==> src/rtl/wb_stage_pkg.sv <==
// Shared types and encodings for the write-back stage.
// Load funct3 codes follow the RV64 load opcode encoding.
package wb_stage_pkg;

    typedef enum logic [0:0] {
        ST_IDLE    = 1'b0,
        ST_WAIT_LD = 1'b1
    } wb_state_e;

    localparam logic [2:0] F3_LB  = 3'b000;
    localparam logic [2:0] F3_LH  = 3'b001;
    localparam logic [2:0] F3_LW  = 3'b010;
    localparam logic [2:0] F3_LD  = 3'b011;
    localparam logic [2:0] F3_LBU = 3'b100;
    localparam logic [2:0] F3_LHU = 3'b101;
    localparam logic [2:0] F3_LWU = 3'b110;

endpackage

==> src/rtl/wb_stage_load_align.sv <==
// Combinational load aligner: selects the addressed lane of the doubleword and extends it,
// flagging misaligned accesses and unsupported funct3 codes.
module wb_load_align
    import wb_stage_pkg::*;
#(
    parameter int XLEN = 64
) (
    input  logic [2:0]      funct3,
    input  logic [2:0]      addr,
    input  logic [XLEN-1:0] rdata,
    output logic [XLEN-1:0] data,
    output logic            misaligned,
    output logic            illegal
);

    logic [XLEN-1:0] lane;

    assign lane = rdata >> {addr, 3'b000};

    always_comb begin
        data       = '0;
        misaligned = 1'b0;
        illegal    = 1'b0;
        case (funct3)
            F3_LB:  data = {{(XLEN-8){lane[7]}}, lane[7:0]};
            F3_LBU: data = {{(XLEN-8){1'b0}}, lane[7:0]};
            F3_LH: begin
                data       = {{(XLEN-16){lane[15]}}, lane[15:0]};
                misaligned = addr[0];
            end
            F3_LHU: begin
                data       = {{(XLEN-16){1'b0}}, lane[15:0]};
                misaligned = addr[0];
            end
            F3_LW: begin
                data       = {{(XLEN-32){lane[31]}}, lane[31:0]};
                misaligned = |addr[1:0];
            end
            F3_LWU: begin
                data       = {{(XLEN-32){1'b0}}, lane[31:0]};
                misaligned = |addr[1:0];
            end
            F3_LD: begin
                data       = lane;
                misaligned = |addr;
            end
            default: illegal = 1'b1;
        endcase
    end

endmodule

==> src/rtl/wb_stage.sv <==
// Write-back stage: retires one instruction per cycle into the register file, waiting for
// load data when required and reporting misaligned/illegal loads, timeouts and stray rvalids.
//
//   state      | meaning
//   ST_IDLE    | accepting from MEM; ALU results and faulted loads retire next cycle
//   ST_WAIT_LD | load issued, waiting for dmem_rvalid or timeout
module wb_stage
    import wb_stage_pkg::*;
#(
    parameter int XLEN       = 64,
    parameter int AW         = 6,
    parameter int LD_TIMEOUT = 255
) (
    input  logic            clk,
    input  logic            rst,
    input  logic            mem_valid,
    output logic            mem_ready,
    input  logic [AW-1:0]   mem_rd,
    input  logic            mem_rd_wen,
    input  logic            mem_is_load,
    input  logic [2:0]      mem_funct3,
    input  logic [XLEN-1:0] mem_result,
    input  logic            dmem_rvalid,
    input  logic [XLEN-1:0] dmem_rdata,
    output logic [AW-1:0]   wdata_addr,
    output logic [XLEN-1:0] wdata,
    output logic            wdata_ena,
    output logic            retire,
    output logic            wb_err
);

    localparam int CW = $clog2(LD_TIMEOUT + 1);

    wb_state_e       state_q, state_nxt;
    logic [CW-1:0]   cnt_q, cnt_nxt;
    logic [AW-1:0]   ld_rd_q, ld_rd_nxt;
    logic            ld_wen_q, ld_wen_nxt;
    logic [2:0]      ld_f3_q, ld_f3_nxt;
    logic [2:0]      ld_addr_q, ld_addr_nxt;

    logic            ready_q;
    logic [AW-1:0]   waddr_q, waddr_nxt;
    logic [XLEN-1:0] wdata_q, wdata_nxt;
    logic            ena_q, ena_nxt;
    logic            retire_q, retire_nxt;
    logic            err_q, err_nxt;

    logic [2:0]      al_f3, al_addr;
    logic [XLEN-1:0] al_data;
    logic            al_misaligned, al_illegal;
    logic            xfer;

    // The aligner checks the incoming load in IDLE and extends the latched one in WAIT_LD.
    assign al_f3   = (state_q == ST_IDLE) ? mem_funct3 : ld_f3_q;
    assign al_addr = (state_q == ST_IDLE) ? mem_result[2:0] : ld_addr_q;

    wb_load_align #(.XLEN(XLEN)) u_align (
        .funct3     (al_f3),
        .addr       (al_addr),
        .rdata      (dmem_rdata),
        .data       (al_data),
        .misaligned (al_misaligned),
        .illegal    (al_illegal)
    );

    assign xfer = mem_valid && ready_q;

    always_ff @(posedge clk or negedge rst) begin
        if (!rst) begin
            state_q   <= ST_IDLE;
            cnt_q     <= '0;
            ld_rd_q   <= '0;
            ld_wen_q  <= 1'b0;
            ld_f3_q   <= '0;
            ld_addr_q <= '0;
            ready_q   <= 1'b0;
            waddr_q   <= '0;
            wdata_q   <= '0;
            ena_q     <= 1'b0;
            retire_q  <= 1'b0;
            err_q     <= 1'b0;
        end else begin
            state_q   <= state_nxt;
            cnt_q     <= cnt_nxt;
            ld_rd_q   <= ld_rd_nxt;
            ld_wen_q  <= ld_wen_nxt;
            ld_f3_q   <= ld_f3_nxt;
            ld_addr_q <= ld_addr_nxt;
            ready_q   <= (state_nxt == ST_IDLE);
            waddr_q   <= waddr_nxt;
            wdata_q   <= wdata_nxt;
            ena_q     <= ena_nxt;
            retire_q  <= retire_nxt;
            err_q     <= err_nxt;
        end
    end

    always_comb begin
        state_nxt   = state_q;
        cnt_nxt     = cnt_q;
        ld_rd_nxt   = ld_rd_q;
        ld_wen_nxt  = ld_wen_q;
        ld_f3_nxt   = ld_f3_q;
        ld_addr_nxt = ld_addr_q;
        waddr_nxt   = waddr_q;
        wdata_nxt   = wdata_q;
        ena_nxt     = 1'b0;
        retire_nxt  = 1'b0;
        err_nxt     = 1'b0;
        case (state_q)
            ST_IDLE: begin
                err_nxt = dmem_rvalid;
                if (xfer) begin
                    if (!mem_is_load) begin
                        retire_nxt = 1'b1;
                        if (mem_rd_wen && (mem_rd != '0)) begin
                            ena_nxt   = 1'b1;
                            waddr_nxt = mem_rd;
                            wdata_nxt = mem_result;
                        end
                    end else if (al_misaligned || al_illegal) begin
                        retire_nxt = 1'b1;
                        err_nxt    = 1'b1;
                    end else begin
                        ld_rd_nxt   = mem_rd;
                        ld_wen_nxt  = mem_rd_wen;
                        ld_f3_nxt   = mem_funct3;
                        ld_addr_nxt = mem_result[2:0];
                        cnt_nxt     = '0;
                        state_nxt   = ST_WAIT_LD;
                    end
                end
            end
            ST_WAIT_LD: begin
                cnt_nxt = cnt_q + 1'b1;
                // rvalid on the limit cycle still completes the load
                if (dmem_rvalid) begin
                    retire_nxt = 1'b1;
                    state_nxt  = ST_IDLE;
                    if (ld_wen_q && (ld_rd_q != '0)) begin
                        ena_nxt   = 1'b1;
                        waddr_nxt = ld_rd_q;
                        wdata_nxt = al_data;
                    end
                end else if (cnt_q == CW'(LD_TIMEOUT)) begin
                    retire_nxt = 1'b1;
                    err_nxt    = 1'b1;
                    state_nxt  = ST_IDLE;
                end
            end
            default: state_nxt = ST_IDLE;
        endcase
    end

    assign mem_ready  = ready_q;
    assign wdata_addr = waddr_q;
    assign wdata      = wdata_q;
    assign wdata_ena  = ena_q;
    assign retire     = retire_q;
    assign wb_err     = err_q;

endmodule
==> config.mk <==
export PLATFORM = sky130hd
export DESIGN_NAME = wb_stage
export DESIGN_NICKNAME = d
export VERILOG_FILES = /design/src/rtl/wb_stage_pkg.sv /design/src/rtl/wb_stage_load_align.sv /design/src/rtl/wb_stage.sv
export SDC_FILE = /design/constraint.sdc
export NUM_CORES = 1
export LEC_CHECK = 0
export ABC_CLOCK_PERIOD_IN_PS = 2600
export BUFFER_PORTS_ARGS = -buffer_cell sky130_fd_sc_hd__buf_2
export CAP_MARGIN = 20
export CELL_PAD_IN_SITES_DETAIL_PLACEMENT = 0
export CELL_PAD_IN_SITES_GLOBAL_PLACEMENT = 1
export CORE_MARGIN = 10
export CORE_UTILIZATION = 34
export CTS_CLUSTER_SIZE = 14
export DETAILED_ROUTE_END_ITERATION = 10
export PLACE_DENSITY_LB_ADDON = 0.1
export SLEW_MARGIN = 20
export SYNTH_ARGS = -nofsm -noshare
export SYNTH_HDL_FRONTEND = slang
export SYNTH_SLANG_ARGS = --single-unit
export TNS_END_PERCENT = 1
==> constraint.sdc <==
create_clock -name clk -period 2.6 [get_ports clk]
set_clock_uncertainty 0.1 [all_clocks]
set_input_delay 0.26 -clock clk [delete_from_list [all_inputs] [get_ports clk]]
set_output_delay 0.26 -clock clk [all_outputs]
set_load 0.03 [all_outputs]
==> key figures <==
Setup path
  – Crit end category: flip-flop
  – R2R depth: 7
  – Req. time, crit path: 2730 ps
  – Crit path DAT: 2670 ps
  – Worst-path fanout max: 18
  – Worst R2R Setup Slack: 60 ps
  – Reg2reg start: state_q
  – Startpoint Class: flip-flop
  – Setup Crit Path Kind: reg2reg
  – Reg2reg end: wdata[54]

STA
  – Slew margin rel.: 45.12%
  – Final setup margin: 58.78 ps
  – Fin crit share: 97.74%
  – Minimum clock period: 2541 ps
  – RSZ-0062 raised after global routing: yes
  – Final Hold Fails: 0
  – Setup-failing EPs final: 0
  – Max Clock Freq: 393.5 MHz
  – Max-slew violations: 0
  – Worst slew pin tran: 814.6 ps
  – Fin Setup TNS: 0 ps

Synth
  – Synth Flop Type: dfrtp_1
  – XOR/XNOR Fraction of Synth Area: 0.4064%
  – Cells after Synth: 728
  – Post-synthesis mux area share: 18.25%
  – Synth unique cells: 59
  – #FFs+latches synth: 96
  – Synth top area share: 37.16%
  – Post-Synth Adder-Cell Area: 0.1935%
  – Complex-gate fraction of the synthesized area: 23.61%
  – Biggest area consumer among synthesized cells: dfrtp_1
  – Ys Warns: 0
  – Post-synthesis simple-gate area fraction: 15.95%
  – Post-synth EDFFs: 0
  – Area contributors post-synth: dfrtp_1 (37%), mux2i_1 (11%), a21oi_1 (5.7%)
  – Largest family of logic cells by synthesized area: compound AO/OA/AOI/OAI gates
  – Post-synthesis sequential area ratio: 37.16%
  – Post-synth ARST share: 100.0%
  – Cell area after synthesis: 0.006465 mm^2
  – Syn Nets: 872
  – Syn_area_per_cell: 8.880 um^2

Hold path
  – Hold WC Path Type: in2reg
  – Hold Path Stages: 2
  – Hold endpoint: ld_rd_q[1]
  – Hold_sp: mem_rd[1]

Status
  – Status: finished clean

Clocking
  – Clock sinks: 96
  – H-tree depth: 3
  – Clock-pin slew on the worst setup and hold paths: 80 ps
  – Worst skew pair latency: 360 ps
  – CTS tree: yes
  – Clock buffer count from CTS: 9
  – Root Driver: clkbuf_16
  – Postcts setup bufs: 0
  – CTS Buffer Depth: 2

Cells and area
  – Share of layout cells above drive strength 1: 35.14%
  – Post-layout instance area: 0.008517 mm^2
  – Final Util: 45.53%
  – Ant. Diodes: 0
  – Area growth from synthesis to layout: 31.74%
  – Number of nets in the layout: 1098

Floorplanning
  – I/O pin cnt: 217
  – Die Width: 157.9 um
  – Core ar.: 0.01871 mm^2
  – Starting Density: 34.56%
  – Die ar.: 0.02493 mm^2
  – Row count: 50
  – Die H: 157.9 um

Place
  – IO Port Bufs: 216
  – Dpl hpwl: 22260 um
  – Routability cong.: 0.9082
  – Post-Place Worst Slack: 24.16 ps
  – Area after DPL: 0.008135 mm^2

Drt
  – DRT Wirelength: 28020 um
  – Initial drt markers: 408
  – Remaining antenna violation count: 0
  – DR DRC count: 0
  – Routed vias: 6785
  – Wire per inst: 23.49 um
  – DRT Pass-1 Iters: 5
  – Vias per cell: 5.687

Power and ir drop
  – Clock network fraction of total power: 15.1%
  – Net Sw Power: 4.439 mW
  – Net Sw Frac: 48.94%
  – Lkg Pwr: 3.911 nW
  – Internal: 4.631 mW
  – Reg power frac: 29.6%
  – Total power: 9.070 mW
  – Peak VDD IR: 631.4 uV
  – Comb pwr share: 55.3%
  – Power per cell area: 1065 mW/mm^2

GRT
  – Pin count of the biggest net entering global routing: 61
  – Vias in the first global route: 6902
  – First-pass GRT wire length: 41850 um
  – Initial antenna violation count: 0
  – Gr ovfl total: 0
  – GRT Overall Usage: 21.72%

Run
  – Total of max-cap violations: 0
-- final cells by class --
class,count,area [um^2]
Timing Repair Buffer,272,1622
Sequential cell,96,2404
Tap cell,234,292.8
Inverter,6,22.52
Multi-Input combinational cell,569,3879
Fill cell,1885,10190
Clock buffer,9,225.2
Clock inverter,7,72.57
-- repair_timing --
| action | in CTS | in global routing |
|---|---|---|
| setup endpoints to repair | 0 | 61 |
| hold buffers | 1 | 0 |
| gates resized for setup | 0 | 15 |
| hold endpoints to repair | 36 | 0 |
-- state kept, by name (all words and copies together) (netlist names) --
register    cells
wdata_addr      6
wb_err          1
ld_f3_q         3
ld_wen_q        1
retire          1
cnt_q           8
ld_addr_q       3
state_q         1
mem_ready       1
wdata          64
ld_rd_q         6
wdata_ena       1
-- power by group through the flow --
| stage | clock, mW | combinational, mW | sequential [mW] |
|---|---|---|---|
| after detailed placement | 0 | 4.99 | 2.68 |
| after global routing | 1.45 | 5.41 | 2.78 |
| after CTS | 1.40 | 4.99 | 2.68 |
| after global placement | 0 | 4.94 | 2.67 |
| final | 1.37 | 5.02 | 2.68 |
| after floorplan | 0 | 2.05 | 3.72 |
-- synth_stat cells (13+ instances only) --
cell / number
a21oi_1: 74
a31oi_1: 36
and3_1: 13
buf_2: 13
clkbuf_1: 32
dfrtp_1: 96
mux2_1: 13
mux2i_1: 73
nand2_1: 77
nand3_1: 30
nor2_1: 32
nor2b_1: 14
o21ai_0: 65
o21ai_1: 14
or3_1: 15
-- critical path, stage by stage, from the launching register on --
cell and delay, ps:
dfrtp_2 490, mux2_4 370, mux4_2 460, mux2i_2 250, nor3_2 140, nor3b_4 260, buf_6 220, a31oi_1 110
-- layout by cell type (no fill, tap or decap), types with 14 or more instances in the layout --
cell and count:
nand2_1 76, nand3_1 30, o21ai_0 65, buf_4 44
nor2b_1 14, a31oi_1 36, o21ai_1 14, nor2_1 32
buf_2 215, a21oi_1 74, or3_1 15, dfrtp_1 95
mux2i_1 68
-- stage by stage --
step                      hold slack, ps  instances
after floorplan                   -135.6        728
after global placement             167.6       1176
after detailed placement           166.7       1176
after CTS                          34.22       1193
after global routing               53.88       1193
final                              46.11       1193
-- routing by layer --
metal | global-route usage [%] | share of wire (%) | vias up
li1 | - | - | 3182
met1 | 30.17 | 46 | 3331
met2 | 33.63 | 46 | 252
met3 | 4.450 | 7.2 | 20
met4 | 5.476 | 1.2 | 0
met5 | 0 | 0 | -
-- cells by family (layout without fill, tap and decap cells) --
group                      Yosys count  after routing
DFF                                 96             96
xor gates and xnor gates             3              3
adders and majority gates            1              1
AOI/OAI and AO/OA                  252            252
buffers and inverters               63            294
muxes                              105            105
and+or+nand+nor                    208            208
-- worst max path at each step --
stage	end	slack, ps	start
3_3_place_gp	wdata[52]	100	state_q
3_5_place_dp	wdata[10]	20	state_q
6_report	wdata[54]	60	state_q
4_1_cts	wdata[54]	20	state_q
2_1_floorplan	ld_addr_q[1]	160	state_q
5_1_grt	wdata[53]	-20	state_q
No activity file was read; power rests on OpenSTA's default activity.
